$ cat src/rtl/tdm_pkg.sv
// Shared TDM definitions used by both the transmit serializer and the receive demultiplexer.
package tdm_pkg;
  localparam int N_CH  = 16;
  localparam int SEL_W = 4;

  localparam logic [0:0] UNLOCKED = 1'b0;
  localparam logic [0:0] LOCKED   = 1'b1;
endpackage

$ cat src/rtl/demux_dec_4_16.sv
// One-hot slot decoder: turns a slot index plus strobe into a per-bit write enable.
module demux_dec_4_16 #(
  parameter int N_OUT = 16,
  parameter int SEL_W = 4
) (
  input  logic [SEL_W-1:0] sel,
  input  logic             en,
  output logic [N_OUT-1:0] onehot
);
  for (genvar gi = 0; gi < N_OUT; gi++) begin : g_dec
    assign onehot[gi] = en && (sel == SEL_W'(gi));
  end
endmodule

$ cat src/rtl/tdm_demux_16.sv
// Receive-side 1:16 TDM demultiplexer with frame-lock tracking and a flywheel
// that tolerates up to MISS_MAX-1 missing frame markers.
module tdm_demux_16 #(
  parameter int N_CH     = tdm_pkg::N_CH,
  parameter int SEL_W    = tdm_pkg::SEL_W,
  parameter int MISS_MAX = 2
) (
  input  logic             clk,
  input  logic             rst,
  input  logic             din,
  input  logic             en,
  input  logic             frame_sync,
  output logic [N_CH-1:0]  dout,
  output logic             valid,
  output logic [SEL_W-1:0] slot,
  output logic             locked,
  output logic             sync_err
);
  import tdm_pkg::*;

  localparam logic [SEL_W-1:0] LAST_SLOT = SEL_W'(N_CH - 1);
  localparam logic [1:0]       MISS_LIM  = 2'(MISS_MAX);

  logic [0:0]       state_q, state_d;
  logic [SEL_W-1:0] slot_q, slot_d;
  logic [1:0]       miss_q, miss_d;
  logic [N_CH-1:0]  shadow_q, shadow_d;
  logic [N_CH-1:0]  dout_q, dout_d;
  logic             valid_q, valid_d;
  logic             sync_err_q, sync_err_d;

  logic             cap_en;
  logic [SEL_W-1:0] cap_idx;
  logic [1:0]       miss_inc;
  logic [N_CH-1:0]  wr_en;

  demux_dec_4_16 #(
    .N_OUT (N_CH),
    .SEL_W (SEL_W)
  ) u_dec (
    .sel    (cap_idx),
    .en     (cap_en),
    .onehot (wr_en)
  );

  always_comb begin
    state_d    = state_q;
    slot_d     = slot_q;
    miss_d     = miss_q;
    dout_d     = dout_q;
    valid_d    = 1'b0;
    sync_err_d = 1'b0;
    cap_en     = 1'b0;
    cap_idx    = slot_q;
    miss_inc   = (miss_q == MISS_LIM) ? miss_q : miss_q + 2'd1;

    if (en) begin
      if (state_q == UNLOCKED) begin
        if (frame_sync) begin
          state_d = LOCKED;
          cap_en  = 1'b1;
          cap_idx = '0;
          slot_d  = SEL_W'(1);
          miss_d  = 2'd0;
        end
      end else if (frame_sync) begin
        // A marker anywhere restarts the frame; a misplaced one also drops the partial word.
        sync_err_d = (slot_q != '0);
        cap_en     = 1'b1;
        cap_idx    = '0;
        slot_d     = SEL_W'(1);
        miss_d     = 2'd0;
      end else if ((slot_q == '0) && (miss_inc == MISS_LIM)) begin
        state_d = UNLOCKED;
        slot_d  = '0;
        miss_d  = miss_inc;
      end else begin
        cap_en = 1'b1;
        slot_d = slot_q + 1'b1;
        if (slot_q == '0) begin
          miss_d = miss_inc;
        end
        if (slot_q == LAST_SLOT) begin
          dout_d  = {din, shadow_q[N_CH-2:0]};
          valid_d = 1'b1;
        end
      end
    end
  end

  always_comb begin
    shadow_d = shadow_q;
    for (int k = 0; k < N_CH; k++) begin
      if (wr_en[k]) begin
        shadow_d[k] = din;
      end
    end
  end

  always_ff @(posedge clk or posedge rst) begin
    if (rst) begin
      state_q    <= UNLOCKED;
      slot_q     <= '0;
      miss_q     <= 2'd0;
      shadow_q   <= '0;
      dout_q     <= '0;
      valid_q    <= 1'b0;
      sync_err_q <= 1'b0;
    end else begin
      state_q    <= state_d;
      slot_q     <= slot_d;
      miss_q     <= miss_d;
      shadow_q   <= shadow_d;
      dout_q     <= dout_d;
      valid_q    <= valid_d;
      sync_err_q <= sync_err_d;
    end
  end

  assign dout     = dout_q;
  assign valid    = valid_q;
  assign slot     = slot_q;
  assign locked   = (state_q == LOCKED);
  assign sync_err = sync_err_q;
endmodule
$ cat config.mk
export PLATFORM = sky130hd
export DESIGN_NAME = tdm_demux_16
export DESIGN_NICKNAME = d
export VERILOG_FILES = /design/src/rtl/tdm_pkg.sv /design/src/rtl/demux_dec_4_16.sv /design/src/rtl/tdm_demux_16.sv
export SDC_FILE = /design/constraint.sdc
export NUM_CORES = 1
export LEC_CHECK = 0
export CAP_MARGIN = 10
export CORE_MARGIN = 1
export CORE_UTILIZATION = 56
export CTS_BUF_LIST = sky130_fd_sc_hd__clkbuf_8
export CTS_CLUSTER_DIAMETER = 150
export DETAILED_ROUTE_END_ITERATION = 8
export GPL_TIMING_DRIVEN = 1
export PLACE_DENSITY = 0.8
export SLEW_MARGIN = 10
export SYNTH_ARGS = -nofsm -noshare
export SYNTH_HDL_FRONTEND = slang
export SYNTH_SLANG_ARGS = --single-unit
$ cat constraint.sdc
create_clock -name clk -period 2.28 [get_ports clk]
set_input_delay 0.684 -clock clk [delete_from_list [all_inputs] [get_ports clk]]
set_output_delay 0.684 -clock clk [all_outputs]
set_load 0.1 [all_outputs]
# Word level (Yosys, flattened, before mapping)
# Index checks and enable logic that the tools add are counted.
op_classes:
  eq_ne: 17
  muxes: 25
  n_reduce_logical: 24
  add_sub_neg: 2
  bitwise: 2
op_table:
  columns: ["op", "count"]
  rows:
  - ["$eq A4 B4 Y1 const B", 8]
  - ["$mux W4", 6]
  - ["$eq A4 B3 Y1 const B", 4]
  - ["$logic_and A1 B1 Y1", 16]
  - ["$mux W1", 13]
  - ["$mux W2", 6]
  - ["$eq A4 B2 Y1 const B", 2]
  - ["$logic_not A4 Y1", 2]
  - ["$reduce_and A5 Y1", 1]
  - ["$add A4 B1 Y4 const B", 1]
  - ["$eq A2 B2 Y1 const B", 2]
  - ["$eq A4 B1 Y1 const B", 1]
  - ["$reduce_bool A4 Y1", 1]
  - ["$reduce_and A3 Y1", 1]
  - ["$reduce_bool A3 Y1", 1]
  - ["$add A2 B1 Y2 const B", 1]
  - ["$not A1 Y1", 2]
  - ["$reduce_and A2 Y1", 1]
  - ["$reduce_bool A2 Y1", 1]
totals:
  out_inout_bits: 23
  wordCells: 91
  in_bits: 5
  ff_bits: 40

# Depth between registers and ports, before layout
logic_depth:
  word_depth: 9
  ltp_mapped: 6
  ltp_nobuf: 5

# Cells and area by module
# Synthesis repeated with hierarchy kept, for this count alone.
unflattened:
  hier_cells: 140
  area_unflattened_um2: 1824.2
by_module_without_submodules:
  columns: ["module", "seq_area_each_um2", "n_inst", "area_per_inst_um2", "cells_each"]
  rows:
  - ["tdm_demux_16", 1001.0, 1, 1706.6, 117]
  - ["demux_dec_4_16", 0.0, 1, 117.6, 23]

# Worst setup path after synthesis
# Ideal clock, no wire load.
synth_path:
  path_kind: "reg2reg"
  startpoint: "register slot_q[0] (netlist: slot[0])"
  endpoint: "register shadow_q[3]"
  slack_ps: -219
  setup_ps: 125
  arrival_time_ps: 2374
  n_path_buf: 1
  period_less_slack_ps: 2499
  stages_incl_launch_ff: 7
  required_ps: 2155
  cell_sequence: "dfrtp_1 -> buf_2 -> inv_1 -> ha_1 -> and4bb_2 -> nor4_2 -> mux2_2"
synth_via:
  elab_chain_cells: 7
  elab_cells_between_ends: 10
  classes_between: "eq/ne (1); mux (6); reduce/logical (3)"
synth_lines:
  columns: ["item", "line", "source"]
  rows:
  - ["from (decl)", "tdm_demux_16.sv:25", "logic [SEL_W-1:0] slot_q, slot_d;"]
  - ["from (signal assigned)", "tdm_demux_16.sv:111", "slot_q <= slot_d;"]
  - ["$logic_not A4 Y1", "tdm_demux_16.sv:73", "end else if ((slot_q == '0) && (miss_inc == MISS_LIM)) begin"]
  - ["$logic_and A1 B1 Y1", "tdm_demux_16.sv:73", null]
  - ["$mux W1", "tdm_demux_16.sv:73", null]
  - ["$mux W1", "tdm_demux_16.sv:66", "end else if (frame_sync) begin"]
  - ["$mux W1", "tdm_demux_16.sv:58", "if (state_q == UNLOCKED) begin"]
  - ["$mux W1", "tdm_demux_16.sv:57", "if (en) begin"]
  - ["$logic_and A1 B1 Y1 *", "demux_dec_4_16.sv:11", "assign onehot[gi] = en && (sel == SEL_W'(gi));"]
  - ["to (signal assigned)", "tdm_demux_16.sv:113", "shadow_q <= shadow_d;"]
  - ["to (decl)", "tdm_demux_16.sv:27", "logic [N_CH-1:0] shadow_q, shadow_d;"]
# Mark *: on every way between the ends. The rest lies on a longest branch, timed or not.
# A chain may end at the register's enable or synchronous reset.

# Worst setup path after layout
layout_path:
  startpoint: "input port en"
  endpoint: "register shadow_q[5]"
layout_via:
  elab_chain_cells: 3
  elab_cells_between_ends: 4
  classes_between: "eq/ne (1); mux (2); reduce/logical (1)"
layout_lines:
  columns: ["item", "line", "source"]
  rows:
  - ["from (decl)", "tdm_demux_16.sv:11", "input logic en,"]
  - ["$mux W4", "tdm_demux_16.sv:57", null]
  - ["$eq A4 B3 Y1", "demux_dec_4_16.sv:11", null]
  - ["$logic_and A1 B1 Y1 *", "demux_dec_4_16.sv:11", null]
# Marked as above.

==> reports/summary.txt <==
PLACE
---------------------------------------------------------------------------------
I/O Buffers ........................................................           27
GPL Wtd Cong .......................................................        0.979
Pre-CTS WS .........................................................    -0.165 ns
Sum of net half-perimeters after detailed placement ................      2430 um
Total placed instance area .........................................  0.00227 mm2

POWER AND IR DROP
---------------------------------------------------------------------------------
Portion of total power attributed to combinational logic ...........        0.349
Leakage ............................................................      1.12 nW
Clk pwr share ......................................................        0.247
Switching component of the power ...................................   0.000927 W
Internal ...........................................................    0.00156 W
Largest voltage drop on the vdd net ................................   0.000929 V
Sequential power share .............................................        0.404
Sw frac ............................................................        0.373
Cell Pwr Density ...................................................  1030 mW/mm2

FLOORPLANNING
---------------------------------------------------------------------------------
Core area ..........................................................  0.00315 mm2
Die footprint ......................................................  0.00369 mm2
Width of the die ...................................................      60.7 um
Initial core utilization ...........................................        0.613
Chip Height ........................................................      60.7 um
Standard-cell rows .................................................           20
Num ports ..........................................................           28

SYNTH
---------------------------------------------------------------------------------
Synth warn .........................................................            0
Yosys top cell area share ..........................................        0.518
Post-synth top cells ............................................... sky130_fd_sc_hd__dfrtp_1 (40), sky130_fd_sc_hd__mux2_2 (27), sky130_fd_sc_hd__nand2_1 (9)
Async SR Flop Fraction .............................................         1.00
EDFF count, synth ..................................................            0
Most frequent cell after synthesis ................................. sky130_fd_sc_hd__dfrtp_1
Number of unique standard cell types used by synthesis .............           32
Nets in the synthesized netlist ....................................          155
Synth top area cells ............................................... sky130_fd_sc_hd__dfrtp_1 (52%), sky130_fd_sc_hd__mux2_2 (16%), sky130_fd_sc_hd__nor4_2 (5.2%)
Netlist Area Pre-Place .............................................  0.00193 mm2
Number of synthesized register bits ................................           40
Synthesized instance count .........................................          147
Dominant cell type by area after synthesis ......................... sky130_fd_sc_hd__dfrtp_1
Proportion of synthesized chip area in sequential cells ............        0.518
Most used flip-flop cell after synthesis ........................... sky130_fd_sc_hd__dfrtp_1
Post-Synthesis Mean Instance Area ..................................     13.1 um2

GLOBAL ROUTE
---------------------------------------------------------------------------------
GR peak layer ......................................................         met2
Maximum number of pins on one net before global-route repair .......           41
Routing usage on met2 ..............................................        0.338
Overall fraction of global-route tracks in use .....................        0.211
Met3 global-route usage ............................................       0.0640
Global-route wire length before repair .............................      5530 um
Antenna violations before repair ...................................            0
Global Route met1 Usage ............................................        0.277
Congestion Overflow GR .............................................            0
Via count of the first global-routing pass .........................         1201

STA
---------------------------------------------------------------------------------
Setup repair after global routing missed its margin ................        false
Share of the cycle needed by the critical path after routing .......        0.940
Count of final max-slew check failures .............................            0
Transition at the pin with the smallest max-transition slack .......     0.510 ns
Slew HR ............................................................        0.659
Finish-stage setup viols ...........................................            0
Worst path setup slack after routing ...............................     0.136 ns
Final setup skew ...................................................   0.00593 ns
Achievable Freq ....................................................      466 MHz
Final Hold Vio Count ...............................................            0
Crit path time final ...............................................      2.14 ns

JOB
---------------------------------------------------------------------------------
Maxcap violations ..................................................            0

ROUTING
---------------------------------------------------------------------------------
Number of DRC violations after detailed-routing iteration 0 ........           45
Via Count ..........................................................         1263
DRC violation count after routing ..................................            0
First-pass iteration count of the detailed router ..................            4
Total detailed-routing wirelength ..................................      3370 um
DRT antenna net count ..............................................            0
Routed length per placed instance ..................................      15.0 um
Via density per instance ...........................................         5.64

FINAL LAYOUT
---------------------------------------------------------------------------------
Footprint of the flip-flops and latches ............................  0.00100 mm2
Number of antenna repair diodes ....................................            0
Share of layout cells above drive strength 1 .......................        0.461
Utilization after layout ...........................................        0.761
Number of nets in the layout .......................................          187
Layout Area Growth over Synthesis ..................................        24.2%
Total area of multi-input combinational cells ......................      825 um2
Final Instance Area ................................................  0.00240 mm2
Final-layout fill cell count .......................................          208

MIN PATH
---------------------------------------------------------------------------------
Number of stages on the worst hold path ............................            1
Hold Crit Class .................................................... flip-flop to flip-flop

OUTCOME
---------------------------------------------------------------------------------
Outcome ............................................................    completed

SETUP PATH
---------------------------------------------------------------------------------
Critical path peak fanout ..........................................           11
Element type at the critical path end ..............................    flip-flop
Cell count of the worst reg-to-reg path ............................            5
Start-to-end type of the worst setup path .......................... input port to flip-flop
Data arrival, critical path ........................................      2.32 ns
Required time of the critical path .................................      2.46 ns
CP Launch Type .....................................................   input port

CLOCK NETWORK
---------------------------------------------------------------------------------
Insertion delay of the later-clocked pin in the worst-skew pair ....      0.29 ns
Clock tree root buffer cell ........................................ sky130_fd_sc_hd__clkbuf_8
Number of hold buffers added after CTS .............................            0
Number of clock buffers inserted by TritonCTS ......................            5
Register clock-pin slew on the reported worst setup and hold paths .      0.07 ns
Number of post-CTS setup repair buffers ............................            0
H-Tree Depth .......................................................            2
Post-cts repair resize count .......................................            0
TritonCTS clock tree ...............................................        built
Clk buf depth ......................................................            2
Clock net sink count ...............................................           40

==> power groups by stage <==
stage,clock (W),sequential [W],combinational (W)
2_1_floorplan,0,0.00117,0.000451
3_3_place_gp,0,0.00101,0.000849
3_5_place_dp,0,0.00102,0.000867
4_1_cts,0.000633,0.00100,0.000871
5_1_grt,0.000658,0.00103,0.000925
6_report,0.000612,0.00100,0.000867
==> routing by layer <==
metal  share of wire  vias up
met4           0.012        0
met3           0.039        5
li1                -      589
met2            0.49       25
met5               0        -
met1            0.46      644
==> critical path: stages <==
cell and delay (ns):
sky130_fd_sc_hd__clkdlybuf4s50_1 0.67, sky130_fd_sc_hd__nand3b_4 0.23, sky130_fd_sc_hd__nor4_2 0.36, sky130_fd_sc_hd__mux2_2 0.38
==> stage by stage <==
step	hold WS [ns]	cells	TNS, ns	total power (W)
floorplan	0.452	147	0	0.00162
global placement	0.463	216	-1.30	0.00185
detailed placement	0.479	216	-2.73	0.00188
CTS	0.501	224	0	0.00251
global route	0.510	224	0	0.00261
finish	0.497	224	0	0.00248
==> final cells by class <==
class                   instances  share of cell area
flip-flops and latches         40               0.418
multi-input cells              90               0.344
repair buffers                 36               0.153
clock buffers                   7              0.0401
well taps                      44              0.0229
clock inverters                 1              0.0125
inverters                       6             0.00938
==> cell families (layout without fill, tap and decap cells) <==
group	after synthesis	in the layout	synth area share
buffers and inverters	17	50	0.0550
and+or+nand+nor	40	40	0.170
muxes	31	31	0.181
DFF	40	40	0.518
AOI/OAI and AO/OA	16	16	0.0564
adders and majority gates	3	3	0.0194
==> state kept, by name (all words and copies together) (netlist names) <==
register	flops
slot	4
miss_q	2
locked	1
sync_err	1
dout	16
valid	1
shadow_q	15
==> placed cells by master, fill, tap and decap left out, types with 4 or more instances in the layout <==
| cell type | count |
|---|---|
| sky130_fd_sc_hd__buf_12 | 7 |
| sky130_fd_sc_hd__nand2b_1 | 6 |
| sky130_fd_sc_hd__nand2_1 | 9 |
| sky130_fd_sc_hd__o21ai_0 | 5 |
| sky130_fd_sc_hd__buf_4 | 25 |
| sky130_fd_sc_hd__nor4_2 | 8 |
| sky130_fd_sc_hd__dfrtp_1 | 38 |
| sky130_fd_sc_hd__clkdlybuf4s50_1 | 4 |
| sky130_fd_sc_hd__inv_1 | 6 |
| sky130_fd_sc_hd__mux2_2 | 27 |
| sky130_fd_sc_hd__mux2_1 | 4 |
| sky130_fd_sc_hd__clkbuf_8 | 7 |
==> worst paths after layout <==
kind                        startpoint          end  slack [ns]
max                                 en  shadow_q[5]        0.14
min                        shadow_q[1]      dout[1]        0.50
max reg2reg                    slot[0]  shadow_q[3]        0.41
min reg2reg                shadow_q[1]      dout[1]        0.50
max in group asynchronous          rst      slot[0]        1.12
min in group asynchronous          rst  shadow_q[8]        0.80
Power figures use the tool's default switching activity.
